==> config.mk <==
export PLATFORM = sky130hd
export DESIGN_NAME = ninetynine_counter_mux
export DESIGN_NICKNAME = d
export VERILOG_FILES = /design/src/rtl/ninetynine_counter_mux.sv
export SDC_FILE = /design/constraint.sdc
export NUM_CORES = 1
export LEC_CHECK = 0
export CAP_MARGIN = 20
export CORE_MARGIN = 2
export CORE_UTILIZATION = 50
export CTS_BUF_LIST = sky130_fd_sc_hd__clkbuf_2 sky130_fd_sc_hd__clkbuf_4 sky130_fd_sc_hd__clkbuf_8
export DETAILED_ROUTE_END_ITERATION = 10
export HOLD_SLACK_MARGIN = 0.02
export PLACE_DENSITY = 0.7
export SETUP_SLACK_MARGIN = 0.02
export SYNTH_ARGS = -nofsm -noshare
export SYNTH_HDL_FRONTEND = slang
export SYNTH_HIERARCHICAL = 1
export SYNTH_SLANG_ARGS = --single-unit
==> constraint.sdc <==
create_clock -name clk -period 4.2 [get_ports clk]
set_input_delay 0.63 -clock clk [delete_from_list [all_inputs] [get_ports clk]]
set_output_delay 0.63 -clock clk [all_outputs]
set_load 0.03 [all_outputs]
==> src/rtl/ninetynine_counter_mux.sv <==
// Multi-digit BCD up/down counter with a prescaled count step and a
// time-multiplexed seven-segment display driver.

module ninetynine_digit (
    input  logic       clk,
    input  logic       rst,
    input  logic       clear,
    input  logic       load,
    input  logic       step,
    input  logic       up_dn,
    input  logic [3:0] load_digit,
    output logic [3:0] q,
    output logic       carry
);
    // carry doubles as borrow when counting down
    assign carry = step && (up_dn ? (q == 4'd9) : (q == 4'd0));

    always_ff @(posedge clk or posedge rst) begin
        if (rst)
            q <= 4'd0;
        else if (clear)
            q <= 4'd0;
        else if (load)
            q <= (load_digit > 4'd9) ? 4'd9 : load_digit;
        else if (step)
            q <= up_dn ? ((q == 4'd9) ? 4'd0 : q + 4'd1)
                       : ((q == 4'd0) ? 4'd9 : q - 4'd1);
    end
endmodule

module ninetynine_counter_mux #(
    parameter int NUM_DIGITS = 2,
    parameter int TICK_DIV   = 25000000,
    parameter int SCAN_DIV   = 65536,
    parameter int BLANK_LZ   = 0
) (
    input  logic                    clk,
    input  logic                    rst,
    input  logic                    en,
    input  logic                    up_dn,
    input  logic                    clear,
    input  logic                    load,
    input  logic [4*NUM_DIGITS-1:0] load_val,
    output logic [4*NUM_DIGITS-1:0] count_bcd,
    output logic                    wrap,
    output logic [NUM_DIGITS-1:0]   seg_sel,
    output logic [7:0]              seg_out
);
    localparam int PW = $clog2(TICK_DIV);

    logic [PW-1:0]                 presc;
    logic                          tick;
    logic [NUM_DIGITS:0]           step;
    logic [NUM_DIGITS-1:0][3:0]    digit_q;

    assign tick = en && (presc == PW'(TICK_DIV - 1));

    always_ff @(posedge clk or posedge rst) begin
        if (rst)
            presc <= '0;
        else if (clear || load)
            presc <= '0;
        else if (en)
            presc <= tick ? '0 : presc + PW'(1);
    end

    // Ripple step chain: each digit steps only when all lower digits carry.
    assign step[0] = tick && !clear && !load;

    genvar gi;
    generate
        for (gi = 0; gi < NUM_DIGITS; gi++) begin : g_digit
            ninetynine_digit u_digit (
                .clk        (clk),
                .rst        (rst),
                .clear      (clear),
                .load       (load),
                .step       (step[gi]),
                .up_dn      (up_dn),
                .load_digit (load_val[4*gi +: 4]),
                .q          (digit_q[gi]),
                .carry      (step[gi+1])
            );
        end
    endgenerate

    assign count_bcd = digit_q;

    always_ff @(posedge clk or posedge rst) begin
        if (rst)
            wrap <= 1'b0;
        else
            wrap <= step[NUM_DIGITS];
    end

    generate
        if (NUM_DIGITS == 1) begin : g_single
            assign seg_sel = 1'b1;
        end else begin : g_scan
            localparam int SW = $clog2(SCAN_DIV);
            logic [SW-1:0] scan_cnt;
            logic          scan_wrap;

            assign scan_wrap = (scan_cnt == SW'(SCAN_DIV - 1));

            always_ff @(posedge clk or posedge rst) begin
                if (rst) begin
                    scan_cnt <= '0;
                    seg_sel  <= NUM_DIGITS'(1);
                end else begin
                    scan_cnt <= scan_wrap ? '0 : scan_cnt + SW'(1);
                    if (scan_wrap)
                        seg_sel <= {seg_sel[NUM_DIGITS-2:0], seg_sel[NUM_DIGITS-1]};
                end
            end
        end
    endgenerate

    function automatic logic [7:0] seg_decode(input logic [3:0] d);
        case (d)
            4'd0:    seg_decode = 8'h3F;
            4'd1:    seg_decode = 8'h06;
            4'd2:    seg_decode = 8'h5B;
            4'd3:    seg_decode = 8'h4F;
            4'd4:    seg_decode = 8'h66;
            4'd5:    seg_decode = 8'h6D;
            4'd6:    seg_decode = 8'h7D;
            4'd7:    seg_decode = 8'h07;
            4'd8:    seg_decode = 8'h7F;
            4'd9:    seg_decode = 8'h6F;
            default: seg_decode = 8'h00;
        endcase
    endfunction

    logic [3:0] sel_digit;
    logic       blank;
    logic       lz;

    // Walk from the top digit down so lz means "this digit and all above are 0".
    always_comb begin
        sel_digit = 4'd0;
        blank     = 1'b0;
        lz        = 1'b1;
        for (int i = NUM_DIGITS - 1; i >= 0; i--) begin
            lz = lz && (digit_q[i] == 4'd0);
            if (seg_sel[i]) begin
                sel_digit = digit_q[i];
                blank     = (BLANK_LZ != 0) && (i != 0) && lz;
            end
        end
        seg_out = blank ? 8'h00 : seg_decode(sel_digit);
    end
endmodule

==> key figures <==
Die
  • Row count: 29
  • Die area: about 0.0074 mm^2
  • # IOs: 33
  • Die H: 85.8 um
  • Initial core utilization: 52.1%
  • Die width: between 80 and 90 um
  • Core area: 0.00642 mm^2

Placed design
  • Buffers on Ports: 31
  • Routability cong.: between 0.8 and 0.9
  • Dpl hpwl: around 5000 um
  • Dpl cell area: ~0.0037 mm^2

CTS
  • CTS tree: yes
  • Cts repair resizes: 0
  • # hold bufs at CTS: 0
  • Clk slew on worst S/H paths: about 0.10 ns
  • Clk buf depth: 2
  • Root Buffer Master: clkbuf_8
  • Latest clock arrival within the worst-skew pair: 0.30 ns
  • CTS Buf Count: 5
  • TritonCTS Sinks: 52
  • Setup bufs post-CTS: 0
  • CTS H-tree lvls: 2

Timing
  • Worst Skew: 0.0126 ns
  • Max_slew headroom: between 40% and 50%
  • Final setup viols: 0
  • Max-slew violations: 0
  • Worst slew pin tran: 0.833 ns
  • Shortest period the worst path allows: around 3.5 ns
  • Sum of negative setup slack: 0 ns
  • Period utilization: between 80 and 90%
  • F_max: between 0.2 and 0.3 GHz
  • RSZ-0062 raised after global routing: no
  • Hold Slack: about 0.48 ns
  • Final hold violations: 0

Worst setup path
  • Largest delay contributor family on the critical path: buffers and inverters
  • CP Capture Type: output pin
  • Crit-path cells: nor2b_1, a22oi_1, inv_1, ha_1, nor2b_1, o21ai_0, o21ai_0, clkdlybuf4s50_1
  • WP data arrival: ~2.9 ns
  • Critical path's slowest cell: clkdlybuf4s50_1
  • Slowest stage delay, CP: between 0.6 and 0.7 ns
  • Startpoint type of the worst setup path: register
  • Worst Reg-to-Reg Cells: 10
  • Worst-path fanout max: 9
  • CP Depth: 8
  • Crit Path Class: register to output pin
  • Worst path required time: between 3 and 4 ns
  • Buf+Inv Stages, Crit Path: 2

Synthesis
  • Syn Nets: 406
  • Ys Warns: 6
  • Yosys reg bits: 52
  • Synth Instances: about 380
  • Post-Syn Area: between 0.003 and 0.004 mm^2
  • Synth Flop Type: dfrtp_1
  • Ys async rst share: 100%
  • Post-synth cell types: just over 50
  • Number of synthesized flops with an enable pin: 0
  • Mapped Avg Cell Area: 8.90 um^2
  • Register area share after synthesis: 38.9%

Hold path
  • Hold WC Path Type: register to register
  • Hold path depth: 1

Power and ir drop
  • Pwr Total: approximately 990 uW
  • Maximum VDD drop: 0.000199 V
  • P_leak: roughly 1.6 nW
  • Pwr/cell area: between 200 and 300 mW/mm^2

Finish
  • Final Cell Area: ~0.0038 mm^2
  • Share of cells above drive strength 1: 6.88%
  • Nets: roughly 440
  • Fillers: approximately 580
  • Reg area: ~0.0013 mm^2
  • Final Core Density: between 50% and 60%
  • Ant diodes: 0
  • Multi-input logic area: 0.00191 mm^2
  • Synth-to-Final Area Change: 14.4%

Detailed routing
  • DR vias: ~2.8k
  • Drt total wl: between 7000 and 8000 um
  • Initial DRT Pass Iterations: 8
  • DRT iter0 DRCs: a little over 200
  • Via-to-Cell Ratio: 5.83
  • DRC errors left: 3
  • WL per Instance: roughly 15 um
  • Final ANT Viol Nets: 0

GRT
  • First-pass GRT wire length: 12300 um
  • Vias in the first global route: between 2k and 3k
  • Gr ovfl total: 0
  • Initial antenna violation count: 0
  • Largest net degree at the start of global routing: 45
  • Total GRT Usage: about a fifth

Job
  • Max-capacitance violation count: 0

Outcome
  • Status: finished, violations left
  • Failing checks: design-rule violations
metal layers:
| layer | track usage, % | vias to the layer above | wire length [um] |
|---|---|---|---|
| li1 | - | 1398 | - |
| met1 | 28.3 | 1337 | 3460 |
| met2 | 33.8 | 75 | 3270 |
| met3 | 3.18 | 10 | 275 |
| met4 | 4.04 | 0 | 67 |
| met5 | 0 | - | 0 |
state kept, by name, indices dropped and copies added, names as in the netlist:
signal	count
presc	25
seg_sel	2
wrap	1
g_digit.u_digit/q	8
g_scan.scan_cnt	16
cells in the mapped netlist (3+ instances only):
library cell,instances,area (um^2)
o21ai_0,16,80.1
nor3_1,11,55.1
a21oi_1,15,75.1
nand2_2,3,18.8
xor2_1,23,201
o311ai_0,4,35.0
nand3_1,22,110
nor2_1,48,180
nor2b_1,10,62.6
inv_1,15,56.3
nand4b_1,3,26.3
o22ai_1,3,18.8
buf_4,4,30.0
nor3b_1,10,75.1
nand4_1,10,62.6
ha_1,16,200
clkbuf_1,5,18.8
a22oi_1,4,30.0
dfrtp_1,51,1280
xnor2_1,9,78.8
nor4_1,3,18.8
a31oi_1,8,50.1
and3_1,8,50.1
nor4b_1,3,26.3
nand2_1,35,131
cell type report:
type                    instances  area share [%]
clock inverters                 2            1.01
repair buffers                 35            8.89
flip-flops and latches         52            34.0
well taps                      77            2.52
multi-input cells             297            49.9
inverters                      15            1.47
clock buffers                   6            2.16
power by group:
| group | switching (mW) | internal [mW] |
|---|---|---|
| Combinational | 0.0638 | 0.0462 |
| Clock | 0.166 | 0.195 |
| Sequential | 0.0151 | 0.506 |
worst paths after layout:
path / to / slack [ns] / start
max: seg_out[0] / 0.72 / seg_sel[0]
min: g_scan.scan_cnt[12] / 0.48 / g_scan.scan_cnt[12]
max reg2reg: g_digit[1].u_digit/q[3] / 0.88 / presc[0]
min reg2reg: g_scan.scan_cnt[12] / 0.48 / g_scan.scan_cnt[12]
max in group asynchronous: seg_sel[0] / 2.99 / rst
min in group asynchronous: g_digit[0].u_digit/q[3] / 0.59 / rst
worst reg2reg max path: cells and delay by family, from the launching register on:
family / cells / cell delay [ns]
adder cells (fa/ha/maj): 1 / 0.24
AND/OR/NAND/NOR: 7 / 2.23
flip-flops: 1 / 0.41
AO/OA/AOI/OAI: 2 / 0.36
placed cells by master (no fill, tap or decap), drive strengths merged, types with 4 or more instances in the layout:
| cell | Yosys | routed |
|---|---|---|
| dfrtp | 51 | 51 |
| nor2 | 48 | 48 |
| nand2 | 38 | 38 |
| clkdlybuf4s50 | 0 | 31 |
| xor2 | 23 | 23 |
| nand3 | 23 | 23 |
| o21ai | 16 | 16 |
| ha | 16 | 16 |
| a21oi | 15 | 15 |
| inv | 15 | 14 |
| nor3 | 12 | 12 |
| nand4 | 11 | 11 |
| nor3b | 11 | 11 |
| nor2b | 10 | 10 |
| xnor2 | 9 | 9 |
| and3 | 8 | 8 |
| a31oi | 8 | 8 |
| clkbuf | 5 | 6 |
| a22oi | 4 | 4 |
| o311ai | 4 | 4 |
| buf | 7 | 4 |
| mux2 | 4 | 4 |
| a221oi | 4 | 4 |
per-stage QoR:
step | setup slack, ns | instances
after floorplan | 1.30 | 376
after global placement | 0.727 | 476
after detailed placement | 0.497 | 476
after CTS | 0.715 | 484
after global routing | 0.333 | 484
final | 0.717 | 484
cell families after synthesis:
group | count (synthesis) | share of synthesized area [%]
AOI/OAI and AO/OA | 61 | 11.8
xor gates and xnor gates | 32 | 8.37
adders and majority gates | 16 | 5.98
buffers and inverters | 27 | 3.96
DFF | 52 | 38.9
muxes | 5 | 1.87
other | 1 | 0.112
and+or+nand+nor | 182 | 29.0
No activity file was read; power rests on OpenSTA's default activity.
